File: config.mk
export PLATFORM = sky130hd
export DESIGN_NAME = gpio_input_conditioner
export DESIGN_NICKNAME = d
export VERILOG_FILES = /design/src/rtl/gpio_pkg.sv /design/src/rtl/debounce_channel.sv /design/src/rtl/gpio_input_conditioner.sv
export SDC_FILE = /design/constraint.sdc
export NUM_CORES = 1
export LEC_CHECK = 0
export CORE_AREA = 2 2 118 143
export DETAILED_ROUTE_END_ITERATION = 10
export DIE_AREA = 0 0 120 145
export MAX_ROUTING_LAYER = met4
export PLACE_DENSITY = 0.76
export REMOVE_ABC_BUFFERS = 1
export SYNTH_ARGS = -nofsm -noshare
export SYNTH_HDL_FRONTEND = slang
export SYNTH_SLANG_ARGS = --single-unit
export TNS_END_PERCENT = 10
File: constraint.sdc
create_clock -name clk -period 1.9 [get_ports clk]
set_clock_uncertainty 0.15 [all_clocks]
set_input_delay 0.57 -clock clk [delete_from_list [all_inputs] [get_ports clk]]
set_output_delay 0.57 -clock clk [all_outputs]
set_load 0.1 [all_outputs]
File: src/rtl/gpio_pkg.sv
// -----------------------------------------------------------------------------
// gpio_pkg
// Shared definitions for the GPIO input path: default channel counts, the
// default debounce length, and the register offsets that the GPIO memory
// block decodes for the conditioned inputs.
// -----------------------------------------------------------------------------
package gpio_pkg;

   localparam int NUM_BUTTONS_DEF     = 4;
   localparam int NUM_SWITCHES_DEF    = 16;
   localparam int DEBOUNCE_CYCLES_DEF = 100;

   // Byte offsets inside the GPIO-mapped memory window.
   localparam logic [7:0] GPIO_CLEAN_OFFSET   = 8'h00;  // {switches_clean, buttons_clean}
   localparam logic [7:0] GPIO_LATCHED_OFFSET = 8'h04;  // press_latched, read-only view
   localparam logic [7:0] GPIO_CLEAR_OFFSET   = 8'h08;  // write-one-to-clear of press_latched

   // Width of a debounce counter able to hold 0..cycles.
   function automatic int debounce_cnt_width(input int cycles);
      return $clog2(cycles + 1);
   endfunction

endpackage

File: src/rtl/debounce_channel.sv
// -----------------------------------------------------------------------------
// debounce_channel
// Single-bit input conditioner: two-flop synchronizer followed by a
// stability counter. A new level is accepted only after the synchronized
// input has differed from the current clean level for DEBOUNCE_CYCLES
// consecutive clocks; any return to the clean level restarts the count.
//
// Ports
//   clk    : system clock
//   reset  : asynchronous active-low reset
//   raw    : asynchronous input pin
//   clean  : debounced level (registered)
//   rise   : one-cycle pulse on the edge clean goes 0->1 (registered)
//   fall   : one-cycle pulse on the edge clean goes 1->0 (registered)
// -----------------------------------------------------------------------------
module debounce_channel
   import gpio_pkg::*;
#(
   parameter int DEBOUNCE_CYCLES = DEBOUNCE_CYCLES_DEF
) (
   input  logic clk,
   input  logic reset,
   input  logic raw,
   output logic clean,
   output logic rise,
   output logic fall
);

   localparam int CW = debounce_cnt_width(DEBOUNCE_CYCLES);
   localparam logic [CW-1:0] CNT_ZERO = {CW{1'b0}};
   localparam logic [CW-1:0] CNT_ONE  = CW'(1);
   localparam logic [CW-1:0] CNT_MAX  = CW'(DEBOUNCE_CYCLES - 1);

   logic          sync1_r;
   logic          sync2_r;
   logic [CW-1:0] cnt_r;
   logic          clean_r;
   logic          rise_r;
   logic          fall_r;

   // Synchronizer, stability counter, clean level and edge pulses.
   always_ff @(posedge clk or negedge reset) begin
      if (!reset) begin
         sync1_r <= 1'b0;
         sync2_r <= 1'b0;
         cnt_r   <= CNT_ZERO;
         clean_r <= 1'b0;
         rise_r  <= 1'b0;
         fall_r  <= 1'b0;
      end else begin
         sync1_r <= raw;
         sync2_r <= sync1_r;
         rise_r  <= 1'b0;
         fall_r  <= 1'b0;
         if (sync2_r == clean_r) begin
            cnt_r <= CNT_ZERO;
         end else if (cnt_r == CNT_MAX) begin
            // Acceptance: pulses fire on the same edge that clean moves.
            clean_r <= sync2_r;
            cnt_r   <= CNT_ZERO;
            rise_r  <= sync2_r;
            fall_r  <= ~sync2_r;
         end else begin
            cnt_r <= cnt_r + CNT_ONE;
         end
      end
   end

   assign clean = clean_r;
   assign rise  = rise_r;
   assign fall  = fall_r;

endmodule

File: src/rtl/gpio_input_conditioner.sv
// -----------------------------------------------------------------------------
// gpio_input_conditioner
// Synchronizes and debounces the board push buttons and slide switches before
// they reach the GPIO memory. Buttons additionally get one-cycle press and
// release pulses plus sticky press flags that the bus clears with a
// write-one-to-clear strobe.
//
// Ports
//   clk            : system clock (shared with cores, bus and GPIO memory)
//   reset          : asynchronous active-low reset
//   buttons_raw    : raw button pins
//   switches_raw   : raw switch pins
//   buttons_clean  : debounced button levels
//   switches_clean : debounced switch levels
//   button_press   : one-cycle pulse per accepted 0->1 button transition
//   button_release : one-cycle pulse per accepted 1->0 button transition
//   press_latched  : sticky press flags
//   clear_strobe   : one-cycle clear request from the bus
//   clear_mask     : per-bit clear mask, honoured only with clear_strobe
//   any_press      : OR of press_latched (registered)
// -----------------------------------------------------------------------------
module gpio_input_conditioner
   import gpio_pkg::*;
#(
   parameter int NUM_BUTTONS     = NUM_BUTTONS_DEF,
   parameter int NUM_SWITCHES    = NUM_SWITCHES_DEF,
   parameter int DEBOUNCE_CYCLES = DEBOUNCE_CYCLES_DEF
) (
   input  logic                    clk,
   input  logic                    reset,
   input  logic [NUM_BUTTONS-1:0]  buttons_raw,
   input  logic [NUM_SWITCHES-1:0] switches_raw,
   output logic [NUM_BUTTONS-1:0]  buttons_clean,
   output logic [NUM_SWITCHES-1:0] switches_clean,
   output logic [NUM_BUTTONS-1:0]  button_press,
   output logic [NUM_BUTTONS-1:0]  button_release,
   output logic [NUM_BUTTONS-1:0]  press_latched,
   input  logic                    clear_strobe,
   input  logic [NUM_BUTTONS-1:0]  clear_mask,
   output logic                    any_press
);

   localparam int NCH = NUM_BUTTONS + NUM_SWITCHES;

   logic [NCH-1:0]         raw_s;
   logic [NCH-1:0]         clean_s;
   logic [NCH-1:0]         rise_s;
   logic [NCH-1:0]         fall_s;
   logic [NUM_BUTTONS-1:0] clr_s;
   logic [NUM_BUTTONS-1:0] latched_next_s;
   logic [NUM_BUTTONS-1:0] latched_r;
   logic                   any_r;
   logic                   sw_pulse_unused_s;

   // Buttons occupy the low channel indices, switches the high ones.
   assign raw_s = {switches_raw, buttons_raw};

   genvar gi;
   generate
      for (gi = 0; gi < NCH; gi++) begin : g_ch
         debounce_channel #(
            .DEBOUNCE_CYCLES (DEBOUNCE_CYCLES)
         ) u_ch (
            .clk   (clk),
            .reset (reset),
            .raw   (raw_s[gi]),
            .clean (clean_s[gi]),
            .rise  (rise_s[gi]),
            .fall  (fall_s[gi])
         );
      end
   endgenerate

   assign buttons_clean  = clean_s[NUM_BUTTONS-1:0];
   assign switches_clean = clean_s[NCH-1:NUM_BUTTONS];
   assign button_press   = rise_s[NUM_BUTTONS-1:0];
   assign button_release = fall_s[NUM_BUTTONS-1:0];

   // Switch channels carry no pulse logic; their edge outputs are sunk here.
   assign sw_pulse_unused_s = ^{rise_s[NCH-1:NUM_BUTTONS], fall_s[NCH-1:NUM_BUTTONS]};

   // Next-state sticky flags: set is ORed in after the clear so a press never gets lost.
   always_comb begin
      clr_s          = {NUM_BUTTONS{1'b0}};
      latched_next_s = {NUM_BUTTONS{1'b0}};
      if (clear_strobe) begin
         clr_s = clear_mask;
      end else begin
         clr_s = {NUM_BUTTONS{1'b0}};
      end
      latched_next_s = (latched_r & ~clr_s) | button_press;
   end

   // Sticky flag register and its registered summary bit.
   always_ff @(posedge clk or negedge reset) begin
      if (!reset) begin
         latched_r <= {NUM_BUTTONS{1'b0}};
         any_r     <= 1'b0;
      end else begin
         latched_r <= latched_next_s;
         any_r     <= |latched_next_s;
      end
   end

   assign press_latched = latched_r;
   assign any_press     = any_r;

endmodule

# Word level (Yosys, flattened, before mapping)
# Cells that the tools add are included.
# totals
out_inout_bits	33
elab_cells	255
input_bits	27
ff_bits	213
# op_classes
n_bitwise	27
n_mux	57
n_addsub	20
reduce_logical	21
eq_ne	40
# ops
cell	count
2-to-1 mux 7 bit	40
adder 7 x 1 -> 7 bit, second input constant	20
== test 7 bit, second input constant	20
AND reduction 2 bit	20
NOT 1 bit	24
== test 1 bit	20
2-to-1 mux 1 bit	16
AND 4 bit	1
2-to-1 mux 4 bit	1
NOT 4 bit	1
OR 4 bit	1
OR reduction 4 bit	1

# Longest topological paths before layout
# logic_depth
depth_word	5
depth_mapped	4
depth_no_buf	4

# Hierarchy
# A second synthesis with hierarchy kept.
# hier_totals
cells_unflattened	802
area_unflattened_um2	9875.7
# by_module_without_submodules
mod	area_each_um2	seq_area_each_um2	n_inst	cells_per_inst
debounce_channel	481.7	300.3	20	39
gpio_input_conditioner	241.5	125.1	1	22

# Worst setup path after synthesis
# Ideal clock, no wire load.
# synth_timing
path_kind	reg2reg
from	register latched_r[2] (netlist: press_latched[2])
to	register any_r (netlist: any_press)
path_buffers	0
setup_time_ns	0.139
synth_period_minus_slack_ns	1.792
required_time_ns	1.611
arrival_ns	1.504
stages_incl_launch_ff	3
path_slack_ns	0.108
cell_sequence	dfrtp_1 -> a21o_1 -> or4_1
# synth_via
elab_chain_len	3
# synth_lines
item	line_no	text
start: declaration	gpio_input_conditioner.sv:51	logic [NUM_BUTTONS-1:0] latched_r;
start signal: assignment	gpio_input_conditioner.sv:97	latched_r <= {NUM_BUTTONS{1'b0}};
start signal: assignment	gpio_input_conditioner.sv:100	latched_r <= latched_next_s;
AND 4 bit	gpio_input_conditioner.sv:91	latched_next_s = (latched_r & ~clr_s) | button_press;
OR 4 bit	gpio_input_conditioner.sv:91	
via latched_next_s[2]	gpio_input_conditioner.sv:50	logic [NUM_BUTTONS-1:0] latched_next_s;
OR reduction 4 bit	gpio_input_conditioner.sv:101	any_r <= |latched_next_s;
end signal: assignment	gpio_input_conditioner.sv:101	
end: declaration	gpio_input_conditioner.sv:52	logic any_r;
# The timed path passes the listed nets, and every way through them passes these cells.
# A chain may end at the register's enable or synchronous reset.

# Worst setup path after layout
# layout_timing
from	register g_ch[16].u_ch.clean_r
to	output port switches_clean[12]
# layout_lines
item	line_no	text
start: declaration	debounce_channel.sv:37	logic clean_r;
start signal: assignment	debounce_channel.sv:59	clean_r <= sync2_r;
end: declaration	gpio_input_conditioner.sv:34	output logic [NUM_SWITCHES-1:0] switches_clean,
# No word-level cell between the ends.

==> results.md <==
* Status: finished clean
* Final hold viol count at 0
* DR vias at 6163
* Core Region at 0.0160 sq mm
* Relative slew slack at 66.0%
* Root Driver: clkbuf_16
* WS Path Type: reg -> out
* Startpoint types: flip-flop
* #FFs+latches synth at between 200 and 250
* Clock buffer depth at 3
* CTS tree: built
* Initial antenna violation count at 0
* Ys flop type: dfrtp_1
* Max_cap viols at 0
* Min Tclk post-route at 1870 ps
* Dominant cells by area after synthesis: dfrtp_1, xor2_1, nor2_1
* Asr flop ratio synth at 100%
* Die height at around 150 microns
* Diodes inserted at 0
* Peak VDD IR at 0.000645 V
* Worst-Skew Late Latency at 490 ps
* Die area at 0.0174 sq mm
* WL per Instance at 14.8 microns
* Largest net degree at the start of global routing at 48
* Initial Utilization at 57.7%
* Area leader, netlist: dfrtp_1
* DPL Wire Length at 11.4 mm
* Nets@finish at 923
* Crit. End Element: output pin
* Routed wire length at 16.3 mm
* Fin. max-slew vios at 0
* Grt ovf at 0
* IO Pins at 60
* Worst-margin pin slew at 504 ps
* Row cnt at 51
* Post-synth cell types at 33
* Layout Utilization at 69.2%
* CTS H-tree lvls at 1
* Number of flops mapped to enable cells by yosys at 0
* GPL Wtd Cong at 0.823
* Clock-pin slew on the worst setup and hold paths at 60 ps
* Fin cells at 1101
* WP buf/inv at 1
* First drt pass iteration count at 4
* P&R area growth vs syn at 19.8%
* Vias per inst at 5.60
* Fmax at 536 MHz
* Placed cells at 1063
* Number of port buffers at 59
* Cells after synthesis at 810
* PwrDens at roughly 860 mW/mm^2
* Filler cells at 1129
* CP max stage delay at approximately 450 ps
* Final setup violating endpoints at 0
* RSZ-0062 raised after global routing: false
* Synth cell count leaders: dfrtp_1, nor2_1, nand3_1
* Hold WC Path Type: reg -> reg
* Vias in the first global route at roughly 6400
* CTS sink count at 213
* Synth Area per Inst at 11.4 sq um
* Share of cells above drive strength 1 at about an eighth
* Post-synth top area share at 57.7%
* CP max-delay cell: dfrtp_1
* Tcrit/Tclk final at 98.2%
* Top-count cell post-synth: dfrtp_1
* Ys Warns at 0
* # DRC at 0
* Post-synthesis sequential area ratio at between 50% and 60%
* CP delay by family, top: flip-flops
* Post-Syn Area at 0.00925 sq mm
* Die X at between 100 and 150 microns
* Crit path DAT at 1150 ps
* Total track usage at 20.0%
* Leak at 4.78 nW
* Crit Path Max Fanout at 4
* WP data required at 1180 ps
* Routed Antenna Nets at 0
* CTS buffer count at 22
* Crit-path cells: buf_12
* Drt first-iter violations at between 200 and 300
* First-pass GRT wire length at 28.8 mm
[final timing paths]
path	startpoint	end	slack [ps]	cells past startpoint
setup / recovery	g_ch[16].u_ch.clean	switches_clean[12]	30	1
hold / removal	g_ch[6].u_ch.sync1_r	g_ch[6].u_ch.sync2_r	200	0
setup reg to reg	g_ch[1].u_ch.cnt_r[0]	g_ch[1].u_ch.clean	200	4
hold reg to reg	g_ch[6].u_ch.sync1_r	g_ch[6].u_ch.sync2_r	200	0
max in group asynchronous	reset	g_ch[3].u_ch.clean	600	3
min in group asynchronous	reset	g_ch[8].u_ch.clean	450	2
[power by group]
group	switching, W	total (W)	internal (W)
logic	0.000251	0.000462	0.000211
registers	0.000145	0.00483	0.00468
clock network	0.00165	0.00422	0.00257
[registers in the layout (all words and copies together), names as in the netlist]
signal             cells
g_ch.u_ch.fall         4
g_ch.u_ch.clean       20
g_ch.u_ch.rise         4
press_latched          4
g_ch.u_ch.sync1_r     20
g_ch.u_ch.cnt_r      140
g_ch.u_ch.sync2_r     20
any_press              1
[layer usage]
metal | vias up | wire length, microns | track usage (%)
met5 | - | 0 | -
met4 | 0 | 283 | 6.12
met3 | 29 | 707 | 3.77
met2 | 118 | 8580 | 34.4
met1 | 3096 | 6690 | 23.9
li1 | 2920 | - | -
[cell usage in the layout, fill, tap and decap left out, types with 3 or more instances in the layout]
| cell type | n |
|---|---|
| a21o_1 | 4 |
| clkbuf_1 | 3 |
| mux2_2 | 16 |
| a211oi_1 | 4 |
| clkdlybuf4s50_1 | 25 |
| nand3_1 | 65 |
| nor3_1 | 13 |
| buf_12 | 37 |
| clkbuf_8 | 7 |
| dfrtp_1 | 205 |
| mux2_4 | 4 |
| xnor2_1 | 38 |
| a21oi_1 | 40 |
| nand2_1 | 35 |
| buf_4 | 8 |
| o21ai_0 | 35 |
| nand4bb_1 | 20 |
| xor2_1 | 51 |
| inv_1 | 9 |
| ha_1 | 20 |
| dfrtp_2 | 8 |
| nand2b_1 | 18 |
| nand4_1 | 15 |
| a41oi_1 | 5 |
| clkbuf_16 | 23 |
| or3_1 | 20 |
| nor2_1 | 102 |
| nor3b_1 | 10 |
| mux2i_1 | 11 |
| o21bai_1 | 7 |
| and2_1 | 13 |
[cell type report]
class                           instances  area [sq um]  area share, %
Tap cell                              212           265           2.39
Sequential cell                       213          5340           48.2
Inverter                                9          33.8          0.305
Clock buffer                           32           669           6.04
Multi-Input combinational cell        558          3640           32.9
Timing Repair Buffer                   72          1070           9.70
Clock inverter                          5          55.1          0.497
[metrics by stage]
step                      power (W)  TNS, ps  hold WS (ps)  setup slack, ps  instance area [sq um]
after floorplan             0.00511        0           124              102                   9000
after global placement      0.00533     -222           183             -222                  10300
after detailed placement    0.00538     -276           185             -276                  10300
after CTS                   0.00965        0           197             8.63                  11100
after global routing        0.00991        0           206             2.50                  11100
final                       0.00951        0           195             34.2                  11100
[kinds of logic (layout without fill, tap and decap cells)]
kind of cell	count (synthesis)	count (layout)	synth area share, %
compound gates	97	97	5.94
xor+xnor	89	89	8.43
fa+ha+maj	20	20	2.71
buf+inv	39	118	2.96
flops	213	213	57.7
mux	31	31	3.79
simple gates	321	321	18.5
[repair_timing]
action | in CTS | in global routing
hold buffers | 1 | 0
endpoints found under the setup margin | 5 | 3
hold endpoints to repair | 37 | 0
gates resized for setup | 5 | 3
setup buffers | 0 | 0
Note: power is estimated with default switching activity, not from simulation.
